**config.mk**
```make
export PLATFORM = sky130hd
export DESIGN_NAME = pipeline_hazard_ctrl
export DESIGN_NICKNAME = d
export VERILOG_FILES = /design/src/rtl/mips_pipe_pkg.sv /design/src/rtl/mem_wait_fsm.sv /design/src/rtl/pipeline_hazard_ctrl.sv
export SDC_FILE = /design/constraint.sdc
export NUM_CORES = 1
export LEC_CHECK = 0
export CAP_MARGIN = 20
export CORE_MARGIN = 8
export CORE_UTILIZATION = 41
export DETAILED_ROUTE_END_ITERATION = 8
export MAX_ROUTING_LAYER = met4
export PLACE_DENSITY = 0.86
export SYNTH_ARGS = -nofsm -noshare
export SYNTH_HDL_FRONTEND = slang
export SYNTH_SLANG_ARGS = --single-unit
```
**constraint.sdc**
```tcl
create_clock -name clk -period 1.9 [get_ports clk]
set_input_delay 0.38 -clock clk [delete_from_list [all_inputs] [get_ports clk]]
set_output_delay 0.38 -clock clk [all_outputs]
set_load 0.01 [all_outputs]
```
**src/rtl/mips_pipe_pkg.sv**
```systemverilog
// mips_pipe_pkg: shared forwarding encodings, memory-wait FSM states and register-compare helper
package mips_pipe_pkg;
  localparam logic [1:0] FWD_REGFILE = 2'b00;
  localparam logic [1:0] FWD_RESULTW = 2'b01;
  localparam logic [1:0] FWD_ALUOUTM = 2'b10;
  localparam logic [4:0] REG_ZERO = 5'd0;
  typedef enum logic [1:0] {RUN = 2'd0, MEM_WAIT = 2'd1, ERR = 2'd2} mem_state_e;
  // $0 is hardwired, so it never creates a dependency
  function automatic logic reg_match(input logic [4:0] a, input logic [4:0] b);
    return (a != REG_ZERO) && (a == b);
  endfunction
endpackage

```
**src/rtl/mem_wait_fsm.sv**
```systemverilog
// mem_wait_fsm: tracks an outstanding multi-cycle M-stage access with timeout watchdog
module mem_wait_fsm
  import mips_pipe_pkg::*;
#(
  parameter int TIMEOUT = 255,
  parameter int CNT_W = 16
) (
  input  logic clk,
  input  logic rst,
  input  logic MemReqM,
  input  logic MemAckM,
  output logic memstall,
  output logic MemErr
);
  mem_state_e state_q, state_d;
  logic [CNT_W-1:0] cnt_q, cnt_d;
  always_ff @(posedge clk or posedge rst) begin
    if (rst) begin
      state_q <= RUN;
      cnt_q <= '0;
    end else begin
      state_q <= state_d;
      cnt_q <= cnt_d;
    end
  end
  always_comb begin
    state_d = state_q;
    cnt_d = cnt_q;
    memstall = 1'b0;
    case (state_q)
      RUN: begin
        cnt_d = '0;
        memstall = MemReqM & ~MemAckM;
        state_d = (MemReqM & ~MemAckM) ? MEM_WAIT : RUN;
      end
      MEM_WAIT: begin
        memstall = ~MemAckM;
        cnt_d = MemAckM ? '0 : cnt_q + 1'b1;
        state_d = MemAckM ? RUN : (cnt_q == CNT_W'(TIMEOUT - 1)) ? ERR : MEM_WAIT;
      end
      ERR: memstall = 1'b1;
      default: state_d = RUN;
    endcase
  end
  assign MemErr = (state_q == ERR);
endmodule

```
**src/rtl/pipeline_hazard_ctrl.sv**
```systemverilog
// pipeline_hazard_ctrl: stall/flush/bubble and forwarding control for the 5-stage MIPS pipeline
// Optional PERF_CNT_EN adds StallCnt/FlushCnt performance counters.
module pipeline_hazard_ctrl
  import mips_pipe_pkg::*;
#(
  parameter int TIMEOUT = 255,
  parameter int CNT_W = 16
) (
  input  logic       clk,
  input  logic       rst,
  input  logic [4:0] RsD,
  input  logic [4:0] RtD,
  input  logic [4:0] RsE,
  input  logic [4:0] RtE,
  input  logic [4:0] WriteRegE,
  input  logic [4:0] WriteRegM,
  input  logic [4:0] WriteRegW,
  input  logic       RegWriteE,
  input  logic       RegWriteM,
  input  logic       RegWriteW,
  input  logic       MemtoRegE,
  input  logic       MemtoRegM,
  input  logic       BranchD,
  input  logic       MemReqM,
  input  logic       MemAckM,
  output logic       StallF,
  output logic       StallD,
  output logic       StallE,
  output logic       StallM,
  output logic       FlushE,
  output logic       BubbleW,
  output logic [1:0] ForwardAE,
  output logic [1:0] ForwardBE,
  output logic       ForwardAD,
  output logic       ForwardBD,
`ifdef PERF_CNT_EN
  output logic [31:0] StallCnt,
  output logic [31:0] FlushCnt,
`endif
  output logic       MemErr
);
  logic memstall_raw, memstall, lwstall, brstall;
  mem_wait_fsm #(.TIMEOUT(TIMEOUT), .CNT_W(CNT_W)) u_fsm (
    .clk(clk), .rst(rst), .MemReqM(MemReqM), .MemAckM(MemAckM),
    .memstall(memstall_raw), .MemErr(MemErr)
  );
  // Stage enables are forced inactive while reset is asserted
  always_comb begin
    lwstall = MemtoRegE & (reg_match(RsD, RtE) | reg_match(RtD, RtE));
    brstall = BranchD & ((RegWriteE & (reg_match(RsD, WriteRegE) | reg_match(RtD, WriteRegE)))
                       | (MemtoRegM & (reg_match(RsD, WriteRegM) | reg_match(RtD, WriteRegM))));
    memstall = ~rst & memstall_raw;
    StallF = ~rst & (memstall | lwstall | brstall);
    StallD = StallF;
    StallE = memstall;
    StallM = memstall;
    BubbleW = memstall;
    FlushE = ~rst & (lwstall | brstall) & ~memstall;
    ForwardAE = (RegWriteM & reg_match(RsE, WriteRegM)) ? FWD_ALUOUTM :
                (RegWriteW & reg_match(RsE, WriteRegW)) ? FWD_RESULTW : FWD_REGFILE;
    ForwardBE = (RegWriteM & reg_match(RtE, WriteRegM)) ? FWD_ALUOUTM :
                (RegWriteW & reg_match(RtE, WriteRegW)) ? FWD_RESULTW : FWD_REGFILE;
    ForwardAD = RegWriteM & reg_match(RsD, WriteRegM);
    ForwardBD = RegWriteM & reg_match(RtD, WriteRegM);
  end
`ifdef PERF_CNT_EN
  logic [31:0] stall_cnt_q, flush_cnt_q;
  always_ff @(posedge clk or posedge rst) begin
    if (rst) begin
      stall_cnt_q <= '0;
      flush_cnt_q <= '0;
    end else begin
      stall_cnt_q <= stall_cnt_q + {31'd0, StallF};
      flush_cnt_q <= flush_cnt_q + {31'd0, FlushE};
    end
  end
  assign StallCnt = stall_cnt_q;
  assign FlushCnt = flush_cnt_q;
`endif
endmodule

```
=== Word level (Yosys, flattened, before mapping) ===
Cells that the tools add are included.

* Reductions and logical operators: 16
* Bitwise logic cells: 25
* Mux-type cells: 11
* Add/sub/neg operators: 1
* Equality and inequality tests: 13

{| class="wikitable"
|+ Operators by type and width
! kind !! count
|-
| $eq 5x5->1 || 10
|-
| $pmux 16 s2 || 1
|-
| $reduce_bool 5->1 || 4
|-
| $add 16x1->16 const B || 1
|-
| $eq 16x8->1 const B || 1
|-
| $mux 16 || 1
|-
| $and 1x1->1 || 15
|-
| $logic_and 1x1->1 || 10
|-
| $mux 2 || 4
|-
| $or 1x1->1 || 7
|-
| $pmux 2 s3 || 1
|-
| $mux 1 || 3
|-
| $not 1->1 || 3
|-
| $pmux 1 s3 || 1
|-
| $eq 2x1->1 const B || 1
|-
| $eq 2x2->1 const B || 1
|-
| $logic_not 2->1 || 1
|-
| $reduce_bool 2->1 || 1
|}

* Output and inout bits: 13
* Flip-flop bits (word level): 18
* Logic and storage cells: 68

=== Logic depth before layout (Yosys ltp) ===
Gate-level depths: netlist of the first run.

* Word-level depth: 9
* Depth in mapped cells: 8
* Depth with buffers taken out: 6

=== Modules after synthesis ===
From an unflattened synthesis of the first run, not the netlist that was laid out.

* Cells, all modules: 205
* Area, all modules: 1,715.4 µm²

{| class="wikitable"
|+ By module, submodules not included
! module !! cells each !! times used !! area each (µm²) !! sequential area each (µm²)
|-
| mem_wait_fsm || 107 || 1 || 984.7 || 450.4
|-
| pipeline_hazard_ctrl || 98 || 1 || 730.7 || 0.0
|}

=== Least setup slack after synthesis of the first run ===
No wires, ideal clock.

* Path type: input-to-output
* Start point: in WriteRegM[0]
* End point: out StallF
* Path slack: -0.264 ns
* Stages: 8
* Data required time: 1.520 ns
* Arrival: 1.784 ns
* Path through: clkbuf_1 xnor2_1 nand3_1 nor4_1 o211ai_1 and3_1 a21oi_1 buf_4

* Word-level cells in the longest chain between the ends: 8

{| class="wikitable"
|+ RTL lines
! item !! RTL line !! RTL
|-
| from (decl) || pipeline_hazard_ctrl.sv:16 || <nowiki>input logic [4:0] WriteRegM,</nowiki>
|-
| $eq 5x5->1 || mips_pipe_pkg.sv:10 || <nowiki>return (a != REG_ZERO) && (a == b);</nowiki>
|-
| $logic_and 1x1->1 || mips_pipe_pkg.sv:10 ||
|-
| $or 1x1->1 * || pipeline_hazard_ctrl.sv:51 || <nowiki>| (MemtoRegM & (reg_match(RsD, WriteRegM) | reg_match(RtD, WriteRegM))));</nowiki>
|-
| $and 1x1->1 * || pipeline_hazard_ctrl.sv:51 ||
|-
| $or 1x1->1 * || pipeline_hazard_ctrl.sv:51 ||
|-
| $and 1x1->1 * || pipeline_hazard_ctrl.sv:50 || <nowiki>brstall = BranchD & ((RegWriteE & (reg_match(RsD, WriteRegE) | reg_match(RtD, WriteRegE)))</nowiki>
|-
| $or 1x1->1 * || pipeline_hazard_ctrl.sv:53 || <nowiki>StallF = ~rst & (memstall | lwstall | brstall);</nowiki>
|-
| $and 1x1->1 * || pipeline_hazard_ctrl.sv:53 ||
|-
| to (decl) || pipeline_hazard_ctrl.sv:26 || <nowiki>output logic StallF,</nowiki>
|}

Mark *: on every way between the ends. The rest lies on a longest branch, timed or not.

=== Final worst setup path of the first run ===
* Start point: in RtD[3]
* End point: out StallF

* Word-level cells in the longest chain between the ends: 8

{| class="wikitable"
|+ RTL lines
! item !! RTL line !! RTL
|-
| from (decl) || pipeline_hazard_ctrl.sv:12 || <nowiki>input logic [4:0] RtD,</nowiki>
|-
| $eq 5x5->1 / $reduce_bool 5->1 (equally long branches) || mips_pipe_pkg.sv:10 ||
|-
| $logic_and 1x1->1 || mips_pipe_pkg.sv:10 ||
|-
| $or 1x1->1, on equally long branches || pipeline_hazard_ctrl.sv:50, pipeline_hazard_ctrl.sv:51 ||
|-
| $and 1x1->1, on equally long branches || pipeline_hazard_ctrl.sv:50, pipeline_hazard_ctrl.sv:51 ||
|-
| $or 1x1->1 || pipeline_hazard_ctrl.sv:51 ||
|-
| $and 1x1->1 || pipeline_hazard_ctrl.sv:50 ||
|-
| $or 1x1->1 * || pipeline_hazard_ctrl.sv:53 ||
|-
| $and 1x1->1 * || pipeline_hazard_ctrl.sv:53 ||
|}

Marks and branches as above.

==> results of run 1 <==
==> placed cells by master (no fill, tap or decap), drive strengths merged, types with 2 or more instances in the layout <==
master | netlist | final
nand4 | 9 | 9
a31oi | 2 | 2
nor2b | 3 | 3
nor2 | 18 | 18
nor4 | 11 | 11
nand3 | 14 | 14
a21oi | 5 | 5
ha | 2 | 2
dlygate4sd2 | 0 | 4
clkbuf | 9 | 5
nor3 | 4 | 4
or4 | 4 | 4
o21ai | 13 | 13
buf | 4 | 85
xnor2 | 38 | 38
inv | 3 | 3
or3 | 2 | 2
dfrtp | 18 | 18
nand2 | 10 | 10
o211ai | 2 | 2
o31ai | 2 | 2
and2 | 2 | 2
clkdlybuf4s15 | 0 | 5
xor2 | 20 | 20
clkdlybuf4s50 | 0 | 13
==> worst max-delay path: cells and delay by family <==
| kind | cells | cell delay [ps] |
|---|---|---|
| AO/OA/AOI/OAI | 2 | 250 |
| buffers and inverters | 2 | 240 |
| AND/OR/NAND/NOR | 4 | 1000 |
==> power by group <==
part	switching, W	internal, W
logic	0.000208	0.000253
clock network	0.000132	0.000184
registers	0.00000363	0.000386
total	0.000344	0.000823
==> worst min-delay path by stage <==
stage | from | end | slack [ps]
3_5_place_dp | u_fsm.cnt_q[13] | u_fsm.cnt_q[13] | 490
3_3_place_gp | u_fsm.cnt_q[13] | u_fsm.cnt_q[13] | 490
4_1_cts | u_fsm.cnt_q[13] | u_fsm.cnt_q[13] | 510
6_report | u_fsm.cnt_q[13] | u_fsm.cnt_q[13] | 510
5_1_grt | u_fsm.cnt_q[13] | u_fsm.cnt_q[13] | 520
2_1_floorplan | rst | u_fsm.cnt_q[0] | 320
==> logic make-up after synthesis <==
logic type	synth area share
xor+xnor	0.307
buf+inv	0.0446
flops	0.272
compound gates	0.0906
simple gates	0.271
fa+ha+maj	0.0151
==> sequential cells by signal (all words and copies together) (netlist names) <==
signal / flops
u_fsm.cnt_q: 16
u_fsm.state_q: 2
==> metrics by stage <==
step	hold WS (ps)	power [W]	utilization	cells
after floorplan	319	0.000557	-	203
after global placement	486	0.000765	0.660	339
after detailed placement	494	0.000776	0.660	339
after CTS	507	0.00112	0.714	350
after global routing	522	0.00122	0.742	352
final	507	0.00117	0.742	352
==> routing by layer <==
layer  up-vias  routed length, um  part of all wire  global-route usage
met3        19                311             0.049              0.0439
li1        911                  -                 -                   -
met4         0                254             0.040              0.0704
met2        65               3370              0.53               0.365
met1       943               2380              0.38               0.197
met5         -                  0                 0                   -
==> layout make-up <==
cell class / instances / share of cell area
multi-input cells: 169 / 0.479
well taps: 50 / 0.0214
repair buffers: 108 / 0.322
clock buffers: 4 / 0.0188
flip-flops and latches: 18 / 0.154
inverters: 3 / 0.00385
==> what timing repair did <==
| action | CTS | global route |
|---|---|---|
| endpoints found under the hold margin | 0 | 0 |
| resized for setup | 208 | 36 |
| pin swaps | 30 | 14 |
| endpoints found under the setup margin | 13 | 14 |
| buffers inserted | 10 | 3 |
==> impl_metrics.py, run 1 <==
metrics = {
    "die": {
        "start_util": 0.420,
        "num_io_pins": 58,
        "row_count": 23,
        "die_x_um": 79.6,
        "die_h_um": 79.6,
        "dieArea_um2": 6330,
        "coreArea_um2": 3940,
    },
    "yosys": {
        "synth_common_cells": "xnor2_1, xor2_1, dfrtp_1",
        "netlist.area_leader.share": 0.272,
        "ys_seq_area_frac": 0.272,
        "syn_area_um2": 1660,
        "ys_top_cells_by_area": "dfrtp_1, xnor2_1, xor2_1",
        "yosysUniqueCellTypes": 33,
        "synthArstFlopShare": 1.00,
        "synth_top_area_cell": "dfrtp_1",
        "synth-seq-cells": 18,
        "postSynthCellCount": 203,
        "synth_edf_count": 0,
        "synthFlopType": "dfrtp_1",
        "ys_warn_count": 0,
        "synth.avg_cell_area_um2": 8.16,
        "yosysMostFrequentCell": "xnor2_1",
        "synth_fp_nets": 250,
    },
    "timing": {
        "skew_ps": 1.58,
        "hold_viol": 0,
        "clock.fmax_mhz": 442,
        "finalCritPeriodShare": 1.19,
        "finalSetupTns_ps": -1720,
        "worstMarginPinSlew_ps": 415,
        "worst_slack_ps": -361,
        "setup_viol_count_final": 11,
        "rsz0062_at_grt": "true",
        "relSlewSlack": 0.721,
        "maxSlewViolCount": 0,
        "period_minus_slack_ps": 2260,
    },
    "critical_path": {
        "regToRegSetupSlack_ps": 180,
        "cp-start-kind": "primary input",
        "crit_start": "RtD[3]",
        "cp_cell_sequence": "buf_8 -> or4_4 -> nor2_4 -> nor4_2 -> o211ai_1 -> and3_4 -> a21oi_2 -> buf_2",
        "crit_end": "StallF",
        "required_ps": 1520,
        "arrival_ps": 1880,
        "endpoint_kind": "output port",
        "path_max_fanout": 3,
        "crit_path_top_delay_cell": "or4_4",
        "worstReg2RegStart": "u_fsm.cnt_q[1]",
        "worstSetupPathType": "in -> out",
        "slowest_delay_ps": 540,
        "reg2regPathDepth": 7,
        "r2r_end": "u_fsm.cnt_q[12]",
    },
    "finish": {
        "diodes": 0,
        "drive_gt1_frac": 0.447,
        "area_growth_pct": 76.7,
        "final_area_um2": 2930,
        "seq_area_um2": 452,
        "multi_input_area_um2": 1400,
        "nFillCells": 240,
        "final_nets": 350,
    },
    "route": {
        "wl_per_cell_um": 17.9,
        "drc_errors": 0,
        "viasPerCell": 5.51,
        "routed_wirelength_um": 6320,
        "vias": 1938,
        "final_antenna_net_count": 0,
        "drtPass1Iterations": 4,
        "drt_iter0_drc": 76,
    },
    "placed_design": {
        "place_worst_setup_slack_ps": -1280,
        "portBuffers": 57,
        "placed_cell_area_um2": 2600,
        "place.gp.congestion": 0.894,
        "hpwl_um": 4400,
    },
    "clocking": {
        "clock_sinks": 18,
        "numCtsBuffers": 3,
        "cts_hold_buf": 0,
        "cts_buffer_depth": 2,
        "cts_max_level": 1,
        "cts_tree": "yes",
        "clk_pin_slew_ps": 70,
        "insertion_delay_ps": 250,
        "cts-root-buf": "clkbuf_8",
    },
    "global_route": {
        "grt_pass1_wl_um": 9930,
        "overflow": 0,
        "grt_max_degree": 18,
        "antenna_found_initial": 0,
        "grt_util_all_layers": 0.197,
        "grt_pass1_vias": 2164,
    },
    "min_path": {
        "hp-class": "reg -> reg",
        "hold_depth": 1,
    },
    "power_and_ir_drop": {
        "leakagePower_nw": 1.23,
        "vdd_drop_max_uv": 209,
        "powerDensity_nw_per_um2": 399,
    },
    "run_status": {
        "violations": "setup timing",
        "status": "complete, but fails checks",
    },
    "flow_run": {
        "drv_cap": 0,
    },
}
No activity file was read; power rests on OpenSTA's default activity.
==> inputs of run 2 (changes only) <==
--- a/config.mk
+++ b/config.mk
@@ -11,6 +11,7 @@
 export DETAILED_ROUTE_END_ITERATION = 8
 export MAX_ROUTING_LAYER = met4
 export PLACE_DENSITY = 0.86
+export SLEW_MARGIN = 10
 export SYNTH_ARGS = -nofsm -noshare
 export SYNTH_HDL_FRONTEND = slang
 export SYNTH_SLANG_ARGS = --single-unit
==> results of run 2 <==
Same layout as run 1: the final DEF is identical, and so are final timing and power.
==> inputs of run 3 (changes only) <==
--- a/config.mk
+++ b/config.mk
@@ -9,7 +9,7 @@
 export CORE_MARGIN = 8
 export CORE_UTILIZATION = 41
 export DETAILED_ROUTE_END_ITERATION = 8
-export MAX_ROUTING_LAYER = met4
+export HOLD_SLACK_MARGIN = 0.02
 export PLACE_DENSITY = 0.86
 export SLEW_MARGIN = 10
 export SYNTH_ARGS = -nofsm -noshare
==> run 3 against run 2 <==
  * Sequential share of layout area stayed put
  * Setup slack better by 3.0 ps
  * First-iteration DRC count increased by 12%
  * Non-clock buffer count unchanged
  * Clock-buffer cell count is the same
  * The run still ends with setup timing left
  * Clock skew about the same
  * Sequential power is essentially flat
==> impl_metrics.py, run 3 (synthesis results as in run 1) <==
metrics = {
    "finish": {
        "final_common_cell": "buf_4",
        "diodes": 0,
        "top_register": "u_fsm.cnt_q",
        "layout_common_cells": "buf_4, xnor2_1, buf_6",
        "drive_gt1_frac": 0.447,
        "area_growth_pct": 76.7,
        "top_regs": "u_fsm.cnt_q x16, u_fsm.state_q x2",
        "final_nets": 350,
        "fin_cells": 352,
        "largest_reg_flops": 16,
        "nFillCells": 240,
    },
    "critical_path": {
        "path_max_fanout": 3,
        "cp-start-kind": "primary input",
        "arrival_ps": 1880,
        "endpoint_kind": "output port",
        "required_ps": 1520,
        "worstSetupPathType": "in -> out",
    },
    "global_route": {
        "grt_max_degree": 18,
        "grt_util_all_layers": 0.192,
        "antenna_found_initial": 0,
        "overflow": 0,
        "grt_pass1_wl_um": 9940,
        "grt_pass1_vias": 2163,
    },
    "placed_design": {
        "place.gp.congestion": 0.879,
        "place_inst": 339,
        "hpwl_um": 4400,
        "portBuffers": 57,
    },
    "clocking": {
        "clock_sinks": 18,
        "clk_pin_slew_ps": 70,
        "cts_buffer_depth": 2,
        "numCtsBuffers": 3,
        "cts_max_level": 1,
        "cts_tree": "yes",
        "insertion_delay_ps": 250,
        "cts-root-buf": "clkbuf_8",
    },
    "timing": {
        "clock.fmax_mhz": 443,
        "hold_viol": 0,
        "rsz0062_at_grt": "true",
        "setup_viol_count_final": 11,
        "skew_ps": 1.57,
        "finalCritPeriodShare": 1.19,
        "maxSlewViolCount": 0,
        "worst_slack_ps": -358,
        "worstMarginPinSlew_ps": 415,
        "relSlewSlack": 0.721,
        "period_minus_slack_ps": 2260,
    },
    "route": {
        "viasPerCell": 5.52,
        "routed_wirelength_um": 6290,
        "final_antenna_net_count": 0,
        "drtPass1Iterations": 4,
        "vias": 1943,
        "drc_errors": 0,
        "wl_per_cell_um": 17.9,
        "drt_iter0_drc": 85,
    },
    "min_path": {
        "hp-class": "reg -> reg",
    },
    "power_and_ir_drop": {
        "p_sw_w": 0.000344,
        "total_power_w": 0.00117,
        "vdd_drop_max_uv": 209,
        "leakagePower_nw": 1.23,
        "comb_power_share": 0.395,
        "powerDensity_nw_per_um2": 399,
        "clkPwrFrac": 0.271,
        "swShare": 0.294,
        "p_int_w": 0.000823,
        "pwr-share-seq": 0.334,
    },
    "die": {
        "die_h_um": 79.6,
        "row_count": 23,
        "start_util": 0.420,
        "coreArea_um2": 3940,
        "num_io_pins": 58,
        "die_x_um": 79.6,
        "dieArea_um2": 6330,
    },
    "run_status": {
        "violations": "setup timing",
        "status": "complete, but fails checks",
    },
    "flow_run": {
        "drv_cap": 0,
    },
}
==> run 3: path summary, 6_finish.rpt <==
check | start | end | slack [ps] | depth (start not counted)
worst max-delay path | RtD[3] | StallF | -360 | 8
worst min-delay path | u_fsm.cnt_q[13] | u_fsm.cnt_q[13] | 510 | 1
worst max register to register | u_fsm.cnt_q[1] | u_fsm.cnt_q[12] | 190 | 7
worst min register to register | u_fsm.cnt_q[13] | u_fsm.cnt_q[13] | 510 | 1
max in group asynchronous | rst | u_fsm.cnt_q[0] | 1170 | 3
min in group asynchronous | rst | u_fsm.cnt_q[0] | 580 | 3
==> run 3: layout make-up <==
type	instances	area (um^2)	share of cell area
Multi-Input combinational cell	169	1400	0.479
Timing Repair Buffer	108	943	0.322
Sequential cell	18	452	0.154
Tap cell	50	62.6	0.0214
Clock buffer	4	55.1	0.0188
Inverter	3	11.3	0.00385
==> run 3: power by group through the flow <==
stage	clock [W]	combinational (W)	sequential, W
final	0.000316	0.000461	0.000390
after global routing	0.000342	0.000485	0.000390
after CTS	0.000318	0.000414	0.000389
after detailed placement	0	0.000380	0.000397
after global placement	0	0.000369	0.000396
after floorplan	0	0.000160	0.000397
==> run 3: layer usage <==
| metal | wire [um] | GRT usage | vias to the layer above |
|---|---|---|---|
| li1 | - | - | 910 |
| met1 | 2250 | 0.190 | 940 |
| met2 | 3360 | 0.365 | 74 |
| met3 | 432 | 0.0552 | 19 |
| met4 | 254 | 0.0704 | 0 |
| met5 | 0 | 0 | - |
==> run 3: stage by stage <==
stage	worst slack [ps]	instance area [um^2]	setup TNS [ps]	utilization	hold WS [ps]
floorplan	-136	1730	-284	-	319
detailed placement	-1280	2600	-10700	0.660	494
global placement	-1100	2600	-9910	0.660	486
global route	-428	2930	-2340	0.742	522
finish	-358	2930	-1690	0.742	507
CTS	-348	2820	-2070	0.714	507
==> run 3: timing repair <==
action,CTS,global route
pin swaps,30,14
resized for setup,208,36
hold buffers,0,0
cloned,0,0
endpoints found under the setup margin,13,14
buffers inserted,10,3
==> run 3: critical path, stage by stage <==
cell	delay, ps
buf_8	100
or4_4	540
nor2_4	170
nor4_2	60
o211ai_1	190
and3_4	230
a21oi_2	60
buf_2	140
